===== config.mk =====
export PLATFORM = sky130hd
export DESIGN_NAME = bd_clk_sequencer_flat
export DESIGN_NICKNAME = d
export VERILOG_FILES = /design/src/rtl/bd_clk_sequencer_if.sv /design/src/rtl/bd_clk_sequencer.sv /design/src/flat_wrapper.sv
export SDC_FILE = /design/constraint.sdc
export NUM_CORES = 1
export LEC_CHECK = 0
export BUFFER_PORTS_ARGS = -buffer_cell sky130_fd_sc_hd__buf_2
export CAP_MARGIN = 20
export CORE_MARGIN = 5
export CORE_UTILIZATION = 58
export DETAILED_ROUTE_END_ITERATION = 7
export PLACE_DENSITY = 0.78
export REMOVE_ABC_BUFFERS = 1
export SLEW_MARGIN = 40
export SYNTH_ARGS = -nofsm -noshare
export SYNTH_HDL_FRONTEND = slang
export SYNTH_SLANG_ARGS = --single-unit

===== constraint.sdc =====
create_clock -name clk_i -period 3.3 [get_ports clk_i]
set_clock_uncertainty 0.15 [all_clocks]
set_input_delay 0.33 -clock clk_i [delete_from_list [all_inputs] [get_ports clk_i]]
set_output_delay 0.33 -clock clk_i [all_outputs]
set_load 0.03 [all_outputs]

===== src/rtl/bd_clk_sequencer_if.sv =====
// Control/status bundle between the BD IO clock sequencer and its environment.
interface bd_clk_sequencer_if #(
  parameter int MAX_RETRIES = 3
);
  localparam int RETRY_W = (MAX_RETRIES > 0) ? $clog2(MAX_RETRIES + 1) : 1;

  logic               enable;
  logic               pll_locked;
  logic               pll_reset;
  logic               bd_io_reset;
  logic               clk_ready;
  logic               fault;
  logic [RETRY_W-1:0] retry_count;
  logic [7:0]         lock_loss_count;

  modport master (
    output enable, pll_locked,
    input  pll_reset, bd_io_reset, clk_ready, fault, retry_count, lock_loss_count
  );

  modport slave (
    input  enable, pll_locked,
    output pll_reset, bd_io_reset, clk_ready, fault, retry_count, lock_loss_count
  );
endinterface


===== src/rtl/bd_clk_sequencer.sv =====
// BD IO PLL bring-up/recovery sequencer: PLL reset, lock wait with bounded retries,
// lock stability qualification, then release of BD IO logic reset.
module bd_clk_sequencer #(
  parameter int RST_CYCLES         = 16,
  parameter int LOCK_STABLE_CYCLES = 64,
  parameter int LOCK_TIMEOUT       = 100000,
  parameter int MAX_RETRIES        = 3
) (
  input logic               clk_i,
  input logic               reset_i,
  bd_clk_sequencer_if.slave bus
);
  localparam int MAX_RS  = (RST_CYCLES > LOCK_STABLE_CYCLES) ? RST_CYCLES : LOCK_STABLE_CYCLES;
  localparam int MAX_ALL = (MAX_RS > LOCK_TIMEOUT) ? MAX_RS : LOCK_TIMEOUT;
  localparam int CNT_W   = $clog2(MAX_ALL + 1);
  localparam int RETRY_W = (MAX_RETRIES > 0) ? $clog2(MAX_RETRIES + 1) : 1;

  localparam logic [CNT_W-1:0]   RST_LAST     = CNT_W'(RST_CYCLES - 1);
  localparam logic [CNT_W-1:0]   STABLE_LAST  = CNT_W'(LOCK_STABLE_CYCLES - 1);
  localparam logic [CNT_W-1:0]   TIMEOUT_LAST = CNT_W'(LOCK_TIMEOUT - 1);
  localparam logic [RETRY_W-1:0] RETRY_MAX    = RETRY_W'(MAX_RETRIES);

  // state     | meaning
  // IDLE      | disabled, PLL and BD IO held in reset
  // PLL_RST   | PLL reset asserted for RST_CYCLES
  // WAIT_LOCK | PLL running, waiting for lock with timeout
  // STABLE    | lock seen, qualifying for LOCK_STABLE_CYCLES
  // RUN       | clocks ready, BD IO released
  // FAULT     | retries exhausted, sticky until disabled
  typedef enum logic [2:0] {
    S_IDLE, S_PLL_RST, S_WAIT_LOCK, S_STABLE, S_RUN, S_FAULT
  } state_e;

  state_e             state_q, state_d;
  logic [CNT_W-1:0]   cnt_q, cnt_d;
  logic [RETRY_W-1:0] retry_q, retry_d;
  logic [7:0]         llc_q, llc_d;
  logic               sync1_q, lock_s_q;
  logic               pll_reset_q, pll_reset_d;
  logic               bd_io_reset_q, bd_io_reset_d;
  logic               clk_ready_q, clk_ready_d;
  logic               fault_q, fault_d;

  always_ff @(posedge clk_i) begin
    if (reset_i) begin
      state_q       <= S_IDLE;
      cnt_q         <= '0;
      retry_q       <= '0;
      llc_q         <= '0;
      sync1_q       <= 1'b0;
      lock_s_q      <= 1'b0;
      pll_reset_q   <= 1'b1;
      bd_io_reset_q <= 1'b1;
      clk_ready_q   <= 1'b0;
      fault_q       <= 1'b0;
    end else begin
      state_q       <= state_d;
      cnt_q         <= cnt_d;
      retry_q       <= retry_d;
      llc_q         <= llc_d;
      sync1_q       <= bus.pll_locked;
      lock_s_q      <= sync1_q;
      pll_reset_q   <= pll_reset_d;
      bd_io_reset_q <= bd_io_reset_d;
      clk_ready_q   <= clk_ready_d;
      fault_q       <= fault_d;
    end
  end

  always_comb begin
    state_d = state_q;
    cnt_d   = cnt_q;
    retry_d = retry_q;
    llc_d   = llc_q;
    // Disable overrides every other event, including a coincident lock loss in RUN.
    if (state_q != S_IDLE && !bus.enable) begin
      state_d = S_IDLE;
      cnt_d   = '0;
    end else begin
      case (state_q)
        S_IDLE: begin
          if (bus.enable) begin
            state_d = S_PLL_RST;
            cnt_d   = '0;
            retry_d = '0;
          end
        end
        S_PLL_RST: begin
          if (cnt_q == RST_LAST) begin
            state_d = S_WAIT_LOCK;
            cnt_d   = '0;
          end else begin
            cnt_d = cnt_q + CNT_W'(1);
          end
        end
        S_WAIT_LOCK: begin
          if (lock_s_q) begin
            state_d = S_STABLE;
            cnt_d   = '0;
          end else if (cnt_q == TIMEOUT_LAST) begin
            cnt_d = '0;
            if (retry_q < RETRY_MAX) begin
              retry_d = retry_q + RETRY_W'(1);
              state_d = S_PLL_RST;
            end else begin
              state_d = S_FAULT;
            end
          end else begin
            cnt_d = cnt_q + CNT_W'(1);
          end
        end
        S_STABLE: begin
          if (!lock_s_q) begin
            state_d = S_WAIT_LOCK;
            cnt_d   = '0;
          end else if (cnt_q == STABLE_LAST) begin
            state_d = S_RUN;
            cnt_d   = '0;
          end else begin
            cnt_d = cnt_q + CNT_W'(1);
          end
        end
        S_RUN: begin
          if (!lock_s_q) begin
            state_d = S_PLL_RST;
            cnt_d   = '0;
            retry_d = '0;
            if (llc_q != 8'hFF) llc_d = llc_q + 8'd1;
          end
        end
        S_FAULT: state_d = S_FAULT;
        default: state_d = S_IDLE;
      endcase
    end
  end

  // Outputs are registered decodes of the next state so they align with the state register.
  always_comb begin
    pll_reset_d   = 1'b1;
    bd_io_reset_d = 1'b1;
    clk_ready_d   = 1'b0;
    fault_d       = 1'b0;
    case (state_d)
      S_WAIT_LOCK,
      S_STABLE:    pll_reset_d = 1'b0;
      S_RUN: begin
        pll_reset_d   = 1'b0;
        bd_io_reset_d = 1'b0;
        clk_ready_d   = 1'b1;
      end
      S_FAULT:     fault_d = 1'b1;
      default:     pll_reset_d = 1'b1;
    endcase
  end

  assign bus.pll_reset       = pll_reset_q;
  assign bus.bd_io_reset     = bd_io_reset_q;
  assign bus.clk_ready       = clk_ready_q;
  assign bus.fault           = fault_q;
  assign bus.retry_count     = retry_q;
  assign bus.lock_loss_count = llc_q;

endmodule

===== src/flat_wrapper.sv =====
// flat-port wrapper written by rule: the top's interface ports become plain ports
module bd_clk_sequencer_flat 
#(
  parameter int RST_CYCLES         = 16,
  parameter int LOCK_STABLE_CYCLES = 64,
  parameter int LOCK_TIMEOUT       = 100000,
  parameter int MAX_RETRIES        = 3
)
  (clk_i, reset_i, bus_enable, bus_pll_locked, bus_pll_reset, bus_bd_io_reset, bus_clk_ready, bus_fault, bus_retry_count, bus_lock_loss_count);
  bd_clk_sequencer_if #(.MAX_RETRIES(MAX_RETRIES)) bus_i ();
  input logic clk_i;
  input logic reset_i;
  input wire logic [$bits(bus_i.enable)-1:0] bus_enable;
  input wire logic [$bits(bus_i.pll_locked)-1:0] bus_pll_locked;
  output wire logic [$bits(bus_i.pll_reset)-1:0] bus_pll_reset;
  output wire logic [$bits(bus_i.bd_io_reset)-1:0] bus_bd_io_reset;
  output wire logic [$bits(bus_i.clk_ready)-1:0] bus_clk_ready;
  output wire logic [$bits(bus_i.fault)-1:0] bus_fault;
  output wire logic [$bits(bus_i.retry_count)-1:0] bus_retry_count;
  output wire logic [$bits(bus_i.lock_loss_count)-1:0] bus_lock_loss_count;
  assign bus_i.enable = bus_enable;
  assign bus_i.pll_locked = bus_pll_locked;
  assign bus_pll_reset = bus_i.pll_reset;
  assign bus_bd_io_reset = bus_i.bd_io_reset;
  assign bus_clk_ready = bus_i.clk_ready;
  assign bus_fault = bus_i.fault;
  assign bus_retry_count = bus_i.retry_count;
  assign bus_lock_loss_count = bus_i.lock_loss_count;
  bd_clk_sequencer #(.RST_CYCLES(RST_CYCLES), .LOCK_STABLE_CYCLES(LOCK_STABLE_CYCLES), .LOCK_TIMEOUT(LOCK_TIMEOUT), .MAX_RETRIES(MAX_RETRIES)) u_core (.clk_i(clk_i), .reset_i(reset_i), .bus(bus_i));
endmodule

Word-level counts from Yosys, hierarchy flattened
Cells that the tools add are included. W data, S select, Z words.

Bits in registers: 36. Bits in latches: 0. RAM bits: 0. ROM bits: 0. Word-level logic and storage cells: 73. Memories kept: 0.

$add $sub $neg: 3. $mul: 0. Divide/modulo/power cells: 0. $lt $le $gt $ge: 1. Equality and inequality tests: 18. Shifts and indexed selects: 0. Multiplexer cells: 28. Bitwise logic cells: 2. Reduce and logical (&&, ||, !) cells: 11.

Operators with widths (number): $mux W17 (7); $pmux W17 S5 (1); $mux W3 (9); $pmux W3 S6 (1); $add A17 B1 Y17 const B (1); $eq A17 B17 Y1 const B (1); $eq A17 B4 Y1 const B (1); $eq A17 B6 Y1 const B (1); $eq A3 B2 Y1 const B (4); $eq A3 B3 Y1 const B (4); $mux W2 (5); $add A8 B1 Y8 const B (1); $ne A8 B8 Y1 const B (1); $reduce_and A7 Y1 (1); $ne A2 B2 Y1 const B (3); $pmux W2 S3 (1); $reduce_bool A3 Y1 (2); $reduce_bool A5 Y1 (1); $mux W1 (4); $ne A2 B1 Y1 const B (2); $reduce_and A4 Y1 (1); $eq A3 B1 Y1 const B (1); $logic_not A3 Y1 (1); $reduce_and A3 Y1 (1); other kinds (7) (8).

Longest topological paths before layout
Gate-level depths: netlist of the first run.

Depth in word-level cells: 9. Mapped depth: 8. Depth with buffers taken out: 7.

Worst setup path before layout of the first run
Ideal clock, no wire load.

Path type: register to register. From: register u_core.cnt_q[6]. To: register u_core.retry_q[0] (netlist: u_core.bus.retry_count[0]). Arrival time: 2.126 ns. Required time: 3.022 ns. Slack: 0.896 ns. Stages on the path, launching flop included: 8. Path buffers: 1. Clock period less this slack: 2.404 ns. Cell sequence: dfxtp_1 buf_6 or4_1 or4_4 o41ai_1 and3b_2 mux2i_1 nor2_1.

Cells in the longest elaborated chain, start to end: 3.

RTL lines: start: declaration (line bd_clk_sequencer.sv:35) `logic [CNT_W-1:0] cnt_q, cnt_d;`; start signal: assignment (line bd_clk_sequencer.sv:58) `cnt_q <= cnt_d;`; $eq A17 B17 Y1 (line bd_clk_sequencer.sv:100) `end else if (cnt_q == TIMEOUT_LAST) begin`; $ne A2 B1 Y1 (no source line); $reduce_and A7 Y1 (no source line); end signal: assignment (line bd_clk_sequencer.sv:59) `retry_q <= retry_d;`; end: declaration (line bd_clk_sequencer.sv:36) `logic [RETRY_W-1:0] retry_q, retry_d;`.

Every way passes these cells. A chain may end at the register's enable or synchronous reset.

Worst setup path after layout of the first run
From: register u_core.cnt_q[6]. To: register u_core.cnt_q[12].

Cells in the longest elaborated chain, start to end: 4. Elaborated cells on any way between the ends: 10. Classes of those cells: add/sub (1); eq/ne (3); mux (6).

RTL lines: $add A17 B1 Y17 (tied with other cells) (line bd_clk_sequencer.sv:93, bd_clk_sequencer.sv:109, bd_clk_sequencer.sv:120); $mux W17 (on tied branches) (line bd_clk_sequencer.sv:116, bd_clk_sequencer.sv:100); $mux W17 (on tied branches) (line bd_clk_sequencer.sv:113, bd_clk_sequencer.sv:97); $pmux W17 S5 (*) (line bd_clk_sequencer.sv:80) `case (state_q)`.

Mark *: on every way between the ends. The rest lies on a longest branch, timed or not.

==> metrics.yaml, run 1 <==
internal_power_w: 0.000614
setup_viol: 0
synth_top_area_cell: "dfxtp_1"
first_pass_iters: 4
die-area_sq_um: 4360
worstPathMaxFanout: 15
dp_hpwl_microns: 2710
clk_latency_ps: 340
syn_to_final_growth_pct: 10.1
switchingPower_w: 0.000186
cts_setup_buffers: 0
finalCriticalPeriod_ps: 2570
drc_errors: 0
ant_nets: 0
vias: 1623
num_rows: 20
hold_viol_final: 0
synth_mux_area_share_pct: 1.10
grt_usage_pct: 19.1
grt_start_max_net_pins: 17
die_h_microns: 66.0
gp_congestion: 0.885
start_kind: "flop"
tightest_slew_ps: 625
cp-startpoint: "u_core.cnt_q[6]"
cts_hold_buf: 0
drive_gt1_share_pct: 14.2
grt.busiest_layer: "met2"
drv_cap: 0
min_from: "bus_pll_locked"
grt_util_met3_pct: 5.78
peakVddDrop_v: 0.000282
design.core.area_sq_um: 3030
antenna_found_initial: 0
start_util_pct: 60.1
initialDrtViolationCount: 125
rsz0062_at_grt: "false"
synth_area_sq_um: 1820
crit_arrival_ps: 2650
seq_area_frac_synth_pct: 39.6
end_kind: "flop"
fin_setup_tns_ps: 0
viasPerCell: 5.73
nets: 245
io_pins: 18
cts.sinks: 36
synth-simple-area-share_pct: 31.8
cts_buffers: 5
status: "completed"
period_share_pct: 78.0
grt_pass1_wl_microns: 6510
reg2reg_from: "u_core.cnt_q[6]"
numPlacedInstances: 275
root_buffer: "clkbuf_4"
async_flop_share_pct: 0
synthAdderAreaFrac_pct: 2.06
syn_area_per_cell_sq_um: 8.16
power.density_nw_per_um2: 400
yosysWarnings: 0
cts_max_level: 2
p_comb_share_pct: 6.4
synth_compound_area_share_pct: 14.9
routed_wl_microns: 3750
fmax_mhz: 389
synthXorXnorAreaFrac_pct: 6.74
yosys.area.top_type_share_pct: 39.6
p_sw_share_pct: 23.3
fill_cells: 257
synth_area_leaders: "dfxtp_1 40%, nor2_1 7.8%, xor2_1 4.3%"
finalNonFillerCells: 283
hold_end: "u_core.sync1_q"
met1_usage_pct: 26.2
met2_usage_pct: 29.2
reg2reg_to: "u_core.cnt_q[12]"
portBuffers: 17
synth_edf_count: 0
die_x_microns: 66.0
p_leak_nw: 0.746
p_seq_share_pct: 55.6
min_path_cells: 2
rr_worst_depth: 6
synth_top_family_by_area: "simple AND/OR/NAND/NOR gates"
antenna_cells: 0
whs_ps: 53.3
crit_type: "reg2reg"
synthCells: 223
slew_headroom_pct: 58.3
worst_ep_required_time_ps: 3370
cts_tree: "yes"
clockBufferDepth: 2
ctsResizeCount: 0
synth_cell_types: 51
routedWlPerCell_microns: 13.2
slew_viol_final: 0
hp-class: "in2reg"
pwr-share-clk_pct: 38.0
ys_seq_elements: 36
clkTransAtPathRegs_ps: 100
rrSetupSlack_ps: 730
ys.flop_type: "dfxtp_1"
grt_pass1_vias: 1444
grt_overflow: 0
[per-stage QoR]
step	power (W)	setup slack (ps)	utilization [%]	instance area, sq um
after CTS	0.000808	725	66.1	2000
after global placement	0.000503	579	63.3	1920
after detailed placement	0.000505	743	63.4	1920
after floorplan	0.000489	860	-	1780
after global routing	0.000839	567	66.2	2000
final	0.000800	727	66.2	2000
[layout make-up]
cell class	count	area, sq um	share of cell area, %
Sequential cell	36	721	36.0
Tap cell	44	55.1	2.75
Inverter	7	26.3	1.31
Multi-Input combinational cell	171	1040	51.7
Clock inverter	3	42.5	2.12
Timing Repair Buffer	17	85.1	4.25
Clock buffer	5	37.5	1.87
[layer usage]
layer | share of wire [%] | vias up
met2 | 46 | 38
met5 | 0 | -
met1 | 48 | 753
met4 | 1.1 | 0
met3 | 4.7 | 6
li1 | - | 826
[worst max-delay path, cell delays in order (launching register included)]
cell	delay [ps]
dfxtp_1	400
or4_1	560
or4_4	590
nand2_1	110
o21ai_2	190
o21ai_2	380
nor2_1	100
[power by group through the flow]
stage / Combinational (W) / Sequential, W / Clock, W
6_report: 0.0000510 / 0.000445 / 0.000305
5_1_grt: 0.0000572 / 0.000446 / 0.000336
4_1_cts: 0.0000506 / 0.000445 / 0.000313
3_5_place_dp: 0.0000503 / 0.000455 / 0
3_3_place_gp: 0.0000490 / 0.000454 / 0
2_1_floorplan: 0.0000359 / 0.000453 / 0
[cells in the final DEF, fill, tap and decap left out, types with 3 or more instances in the layout]
cell | Yosys | layout
nor2b_1 | 5 | 5
and3_1 | 5 | 5
nand2_1 | 14 | 14
xor2_1 | 9 | 9
xnor2_1 | 5 | 5
clkbuf_4 | 0 | 5
nor3_1 | 4 | 4
nand4_1 | 10 | 10
nand3_1 | 12 | 12
or3_1 | 3 | 3
a31oi_1 | 7 | 7
dfxtp_1 | 36 | 36
nor2_1 | 38 | 37
o21ai_0 | 11 | 11
a21oi_1 | 8 | 8
ha_1 | 3 | 3
inv_1 | 7 | 7
buf_2 | 1 | 17
[kinds of logic (layout without fill, tap and decap cells)]
kind of cell	after synthesis	in the layout
AND/OR/NAND/NOR	110	110
AO/OA/AOI/OAI	42	42
flip-flops	36	36
buffers and inverters	16	32
XOR/XNOR	14	14
adder cells (fa/ha/maj)	3	3
multiplexers	2	2
[cells in the mapped netlist (2+ instances only)]
library cell,count
xnor2_1,5
nand2b_1,2
ha_1,3
nor4_1,2
and3_1,5
nand4b_1,2
or3_1,3
nor2_1,38
o21ai_0,11
inv_1,7
a21oi_1,8
dfxtp_1,36
nand2_1,14
nand3_1,12
nor3_1,4
clkbuf_1,7
mux2i_1,2
xor2_1,9
a31oi_1,7
nand4_1,10
and4_1,2
nor2b_1,5
[flip-flops by register name, summed over array words and instances (netlist names)]
register,count
u_core.bus.retry_count,2
u_core.lock_s_q,1
u_core.bus.bd_io_reset,1
u_core.bus.pll_reset,1
u_core.bus.clk_ready,1
u_core.state_q,3
u_core.bus.lock_loss_count,8
u_core.sync1_q,1
u_core.bus.fault,1
u_core.cnt_q,17
[how the worst max path moves through the flow]
stage | endpoint | cells after the start | slack (ps)
floorplan | u_core.cnt_q[10] | 6 | 860
global placement | u_core.cnt_q[6] | 6 | 580
detailed placement | u_core.cnt_q[5] | 6 | 740
CTS | u_core.cnt_q[5] | 6 | 720
global route | u_core.cnt_q[12] | 6 | 570
finish | u_core.cnt_q[12] | 6 | 730
No activity file was read; power rests on OpenSTA's default activity.
==> inputs of run 2 (changes only) <==
--- a/config.mk
+++ b/config.mk
@@ -8,9 +8,9 @@
 export BUFFER_PORTS_ARGS = -buffer_cell sky130_fd_sc_hd__buf_2
 export CAP_MARGIN = 20
 export CORE_MARGIN = 5
-export CORE_UTILIZATION = 58
+export CORE_UTILIZATION = 52
 export DETAILED_ROUTE_END_ITERATION = 7
-export PLACE_DENSITY = 0.78
+export PLACE_DENSITY = 0.74
 export REMOVE_ABC_BUFFERS = 1
 export SLEW_MARGIN = 40
 export SYNTH_ARGS = -nofsm -noshare
==> constraint.sdc (replaced) <==
create_clock -name clk_i -period 2.3 [get_ports clk_i]
set_clock_uncertainty 0.15 [all_clocks]
set_input_delay 0.23 -clock clk_i [delete_from_list [all_inputs] [get_ports clk_i]]
set_output_delay 0.23 -clock clk_i [all_outputs]
set_load 0.03 [all_outputs]
==> run 2 against run 1 <==
  * The run now ends with negative setup slack left
  * Total power grew 27%
  * Combinational power increased by 84%
  * Hold slack better by 35 ps
  * Highest routed layer unchanged
  * Critical endpoint is now u_core.bus.retry_count[0]
  * Sequential power increased by 43%
  * Global-route usage down 1.1 points
  * Cell area up 7.6%
==> metrics.yaml, run 2 (synthesized netlist as in run 1, its figures left out) <==
status: "finished with violations"  # was completed
violations: "negative setup slack"
clk_latency_ps: 340  # about the same
tightest_slew_ps: 386  # was 625 ps
routed_wl_microns: 4070  # was 3750 microns
drv_cap: 0  # unchanged
final_cell_mix: "38 x nor2_1, 35 x dfxtp_1, 21 x buf_4, 17 x buf_2, 14 x nand2_1"  # was 37 x nor2_1, 36 x dfxtp_1, 17 x buf_2, 14 x nand2_1, 12 x nand3_1
crit_arrival_ps: 2450  # was 2650 ps
switchingPower_w: 0.000244  # was 0.000186 W
pwr-share-clk_pct: 28.1  # was 38.0%
worstPathMaxFanout: 5  # was 15
gp_congestion: 0.842  # was 0.885
drive_gt1_share_pct: 22.1  # was 14.2%
antenna_cells: 0  # unchanged
crit_buf_inv: 0  # unchanged
viasPerCell: 5.51  # was 5.73
dp_hpwl_microns: 3000  # was 2710 microns
start_kind: "flop"  # unchanged
antenna_found_initial: 0  # unchanged
nets: 267  # was 245
place_area_sq_um: 2080  # was 1920 sq um
period_share_pct: 103  # was 78.0%
grt_overflow: 0  # unchanged
first_pass_iters: 4  # unchanged
cp_common_cell: "or4_4"  # was o21ai_2
p_seq_share_pct: 62.7  # was 55.6%
clockBufferDepth: 2  # unchanged
die_h_microns: 69.2  # was 66.0 microns
io_pins: 18  # unchanged
cts_setup_buffers: 0  # unchanged
cts.sinks: 36  # unchanged
die-area_sq_um: 4780  # was 4360 sq um
whs_ps: 88.8  # was 53.3 ps
power.density_nw_per_um2: 471  # was 400 nW/um^2
setup_viol: 4  # was 0
slew_viol_final: 0  # unchanged
fmax_mhz: 423  # was 389 MHz
peakVddDrop_v: 0.000269  # was 0.000282 V
drc_errors: 0  # unchanged
design.core.area_sq_um: 3360  # was 3030 sq um
cts_tree: "yes"  # unchanged
hp-class: "in2reg"  # unchanged
largest_reg_flops: 17  # unchanged
syn_to_final_growth_pct: 18.5  # was 10.1%
ant_nets: 0  # unchanged
grt_pass1_wl_microns: 7090  # was 6510 microns
end_kind: "flop"  # unchanged
worst_ep_required_time_ps: 2390  # was 3370 ps
slew_headroom_pct: 73.9  # was 58.3%
internal_power_w: 0.000771  # was 0.000614 W
root_buffer: "clkbuf_4"  # unchanged
p_leak_nw: 0.841  # was 0.746 nW
cpLargestDelayFamily: "simple AND/OR/NAND/NOR gates"  # unchanged
clkTransAtPathRegs_ps: 100  # about the same
grt_usage_pct: 18.0  # was 19.1%
crit_type: "reg2reg"  # unchanged
hold_viol_final: 0  # unchanged
routedWlPerCell_microns: 13.4  # was 13.2 microns
finalCriticalPeriod_ps: 2360  # was 2570 ps
regMostFlops: "u_core.cnt_q"  # unchanged
cts_buffers: 5  # unchanged
grt_start_max_net_pins: 16  # was 17
fin_area_sq_um: 2160  # was 2000 sq um
num_rows: 21  # was 20
initialDrtViolationCount: 102  # was 125
die_x_microns: 69.2  # was 66.0 microns
p_comb_share_pct: 9.2  # was 6.4%
crit_path_top_delay_cell: "or4_4"  # unchanged
cts_max_level: 2  # unchanged
max_stage_delay_ps: 590  # about the same
p_sw_share_pct: 24.1  # was 23.3%
grt_pass1_vias: 1527  # was 1444
start_util_pct: 54.1  # was 60.1%
path_cells: "or4_4 > or4_4 > o41ai_2 > and3b_2 > mux2i_1 > nor2_1"  # was or4_1 > or4_4 > nand2_1 > o21ai_2 > o21ai_2 > nor2_1
rsz0062_at_grt: "true"  # was false
portBuffers: 17  # unchanged
setup_ws_ps: -63.0  # was 727 ps
final_common_cell: "nor2_1"  # unchanged
vias: 1674  # was 1623
run 2: area by class of cell:
class	count	area, sq um
clock buffers	5	37.5
fillers	318	1210
multi-input cells	171	1060
flip-flops and latches	36	722
inverters	7	26.3
well taps	46	57.6
repair buffers	39	253
run 2: worst min-delay path, delay by kind of cell:
kind | cells | cell delay [ps]
and+or+nand+nor | 1 | 160
buffers and inverters | 1 | 90
AOI/OAI and AO/OA | 1 | 50
run 2: routing by layer:
| layer | GRT usage, % | vias to the layer above | share of wire (%) |
|---|---|---|---|
| li1 | - | 872 | - |
| met1 | 22.5 | 748 | 45 |
| met2 | 28.7 | 45 | 46 |
| met3 | 5.67 | 9 | 5.9 |
| met4 | 7.16 | 0 | 2.2 |
| met5 | 0 | - | 0 |
run 2: power by group through the flow:
stage,Sequential [W],Clock (W),Combinational [W]
after floorplan,0.000649,0,0.0000516
after global placement,0.000651,0,0.0000883
after detailed placement,0.000651,0,0.0000895
after CTS,0.000636,0.000301,0.0000922
after global routing,0.000638,0.000333,0.000103
final,0.000637,0.000285,0.0000936
run 2: final timing paths:
path / slack [ps] / to / cells past startpoint / startpoint
max reg2reg: -60 / u_core.bus.retry_count[0] / 6 / u_core.cnt_q[8]
max: -60 / u_core.bus.retry_count[0] / 6 / u_core.cnt_q[8]
min: 90 / u_core.cnt_q[0] / 3 / reset_i
min reg2reg: 290 / u_core.lock_s_q / 1 / u_core.sync1_q
run 2: what timing repair did:
action / in CTS / in global routing
gates cloned: 0 / 0
endpoints found under the setup margin: 6 / 26
hold endpoints to repair: 1 / 0
hold buffers: 1 / 0
pin swaps: 1 / 4
resized for setup: 2 / 7
run 2: per-stage QoR:
| step | util (%) | setup slack [ps] | total power (W) | instances | setup TNS [ps] |
|---|---|---|---|---|---|
| detailed placement | 61.8 | -56.3 | 0.000740 | 298 | -57.3 |
| floorplan | - | -140 | 0.000701 | 214 | -1400 |
| finish | 64.1 | -63.0 | 0.00102 | 304 | -105 |
| global route | 64.1 | -137 | 0.00107 | 304 | -850 |
| global placement | 61.8 | -35.8 | 0.000739 | 298 | -35.8 |
| CTS | 63.5 | -31.7 | 0.00103 | 304 | -84.2 |
==> inputs of run 3 (changes only) <==
--- a/config.mk
+++ b/config.mk
@@ -5,11 +5,11 @@
 export SDC_FILE = /design/constraint.sdc
 export NUM_CORES = 1
 export LEC_CHECK = 0
-export BUFFER_PORTS_ARGS = -buffer_cell sky130_fd_sc_hd__buf_2
 export CAP_MARGIN = 20
 export CORE_MARGIN = 5
-export CORE_UTILIZATION = 52
+export CORE_UTILIZATION = 56
 export DETAILED_ROUTE_END_ITERATION = 7
+export DONT_BUFFER_PORTS = 1
 export PLACE_DENSITY = 0.74
 export REMOVE_ABC_BUFFERS = 1
 export SLEW_MARGIN = 40
==> run 3 against run 2 <==
  * Maximum frequency rose by 0.48%
  * Total power rose by 3.5%
  * Sequential power barely moved
  * First-iteration DRC count rose by 46%
  * Die area fell by 6.1%
  * Clock-buffer cell count did not move
  * Flip-flop and latch count did not move
  * Via count rose by 3.5%
  * The run ends with negative hold slack, negative setup slack left
  * Core utilization rose by 6.8 points
  * Register-to-register slack barely moved
==> metrics.yaml, run 3 (synthesized netlist as in run 1, its figures left out) <==
violations: "negative hold slack, negative setup slack"  # was negative setup slack
num_rows: 20  # was 21
grt_pass1_wl_microns: 7240  # was 7090 microns
cts_setup_buffers: 0  # unchanged
hp-class: "in2reg"  # unchanged
cts_max_level: 2  # unchanged
seq_area_sq_um: 722  # unchanged
start_util_pct: 59.1  # was 54.1%
grt.busiest_layer: "met2"  # unchanged
slew_viol_final: 0  # unchanged
total_power_w: 0.00105  # was 0.00102 W
fmax_mhz: 425  # was 423 MHz
syn_to_final_growth_pct: 19.9  # was 18.5%
final_cell_mix: "38 x nor2_1, 35 x dfxtp_1, 20 x buf_4, 14 x nand2_1, 12 x nand3_1"  # was 38 x nor2_1, 35 x dfxtp_1, 21 x buf_4, 17 x buf_2, 14 x nand2_1
design.core.area_sq_um: 3080  # was 3360 sq um
grt_overflow: 0  # unchanged
antenna_found_initial: 0  # unchanged
routedWlPerCell_microns: 14.4  # was 13.4 microns
power.density_nw_per_um2: 482  # was 471 nW/um^2
cp-startpoint: "u_core.cnt_q[6]"  # was u_core.cnt_q[8]
met2_usage_pct: 33.9  # was 28.7%
drc_errors: 0  # unchanged
met1_usage_pct: 26.5  # was 22.5%
p_leak_nw: 0.825  # was 0.841 nW
viasPerCell: 5.87  # was 5.51
drive_gt1_share_pct: 17.9  # was 22.1%
first_pass_iters: 4  # unchanged
clkTransAtPathRegs_ps: 100  # about the same
crit_type: "reg2reg"  # unchanged
reg2reg_from: "u_core.cnt_q[6]"  # was u_core.cnt_q[8]
die-area_sq_um: 4490  # was 4780 sq um
die_x_microns: 67.0  # was 69.2 microns
fin_setup_tns_ps: -92.8  # was -105 ps
rrSetupSlack_ps: -50  # was -60 ps
peakVddDrop_v: 0.000335  # was 0.000269 V
initialDrtViolationCount: 149  # was 102
clockBufferDepth: 2  # unchanged
antenna_cells: 0  # unchanged
grt_pass1_vias: 1632  # was 1527
final_common_cell: "nor2_1"  # unchanged
cts.sinks: 36  # unchanged
rsz0062_at_grt: "true"  # unchanged
crit_arrival_ps: 2440  # was 2450 ps
end_kind: "flop"  # unchanged
ant_nets: 0  # unchanged
grt_util_met3_pct: 5.56  # was 5.67%
reg2reg_to: "u_core.bus.retry_count[0]"  # unchanged
gp_congestion: 0.851  # was 0.842
rr_worst_depth: 6  # unchanged
largest_reg_flops: 17  # unchanged
portBuffers: 0  # was 17
status: "finished with violations"  # unchanged
hold_viol_final: 8  # was 0
grt_start_max_net_pins: 17  # was 16
regMostFlops: "u_core.cnt_q"  # unchanged
root_buffer: "clkbuf_4"  # unchanged
io_pins: 18  # unchanged
nets: 258  # was 267
worst_ep_required_time_ps: 2380  # was 2390 ps
vias: 1732  # was 1674
drv_cap: 0  # unchanged
whs_ps: -204  # was 88.8 ps
endpoint: "u_core.bus.retry_count[0]"  # unchanged
dp_hpwl_microns: 3050  # was 3000 microns
fill_cells: 254  # was 318
die_h_microns: 67.0  # was 69.2 microns
worstPathMaxFanout: 5  # unchanged
grt_usage_pct: 21.0  # was 18.0%
cts_buffers: 5  # unchanged
routed_wl_microns: 4240  # was 4070 microns
cts_hold_buf: 7  # was 1
clk_latency_ps: 340  # about the same
slew_headroom_pct: 59.3  # was 73.9%
multi_input_area_sq_um: 1070  # was 1060 sq um
tightest_slew_ps: 610  # was 386 ps
start_kind: "flop"  # unchanged
setup_ws_ps: -51.7  # was -63.0 ps
finalCriticalPeriod_ps: 2350  # was 2360 ps
cts_tree: "yes"  # unchanged
setup_viol: 5  # was 4
period_share_pct: 102  # was 103%
## run 3: metal layers
metal / routed length [microns] / vias up
met3: 202 / 9
li1: - / 851
met1: 1890 / 823
met4: 59 / 0
met2: 2090 / 49
met5: 0 / -
## run 3: where the power goes
part | switching [W] | internal, W
logic | 0.0000511 | 0.0000495
registers | 0.00000866 | 0.000628
clock network | 0.000202 | 0.000111
total | 0.000262 | 0.000789
## run 3: how the worst min path moves through the flow
stage / from / depth (start not counted) / slack (ps) / to
finish: reset_i / 1 / -200 / u_core.bus.retry_count[1]
global route: reset_i / 1 / -230 / u_core.state_q[0]
CTS: reset_i / 1 / -210 / u_core.bus.lock_loss_count[7]
detailed placement: reset_i / 1 / 150 / u_core.bus.retry_count[1]
global placement: reset_i / 1 / 150 / u_core.bus.lock_loss_count[5]
floorplan: reset_i / 1 / 150 / u_core.bus.lock_loss_count[5]
## run 3: critical path: stages, from the launching register on
cell and delay [ps]:
dfxtp_1 330, or4_1 510, or4_4 580, o41ai_2 200, and3b_2 240, mux2i_1 190
nor2_1 50
## run 3: final cells by class
type,count,area share [%]
Clock buffer,5,1.72
Clock inverter,2,0.574
Inverter,7,1.20
Multi-Input combinational cell,171,49.2
Sequential cell,36,33.1
Tap cell,44,2.52
Timing Repair Buffer,30,11.6
## run 3: stage by stage
step	area [sq um]	cells	utilization, %	hold WS (ps)	worst slack [ps]
2_1_floorplan	1780	214	-	149	-140
3_5_place_dp	2000	280	64.9	153	-55.2
6_report	2180	295	70.9	-204	-51.7
5_1_grt	2180	295	70.9	-234	-128
3_3_place_gp	2000	280	64.9	152	-46.7
4_1_cts	2140	295	69.4	-213	-45.0
## run 3: timing repair
item	4_1_cts	5_1_grt
hold endpoints to repair	16	8
gates resized for setup	5	11
pin swaps	1	1
gates cloned	1	0
setup endpoints to repair	9	26
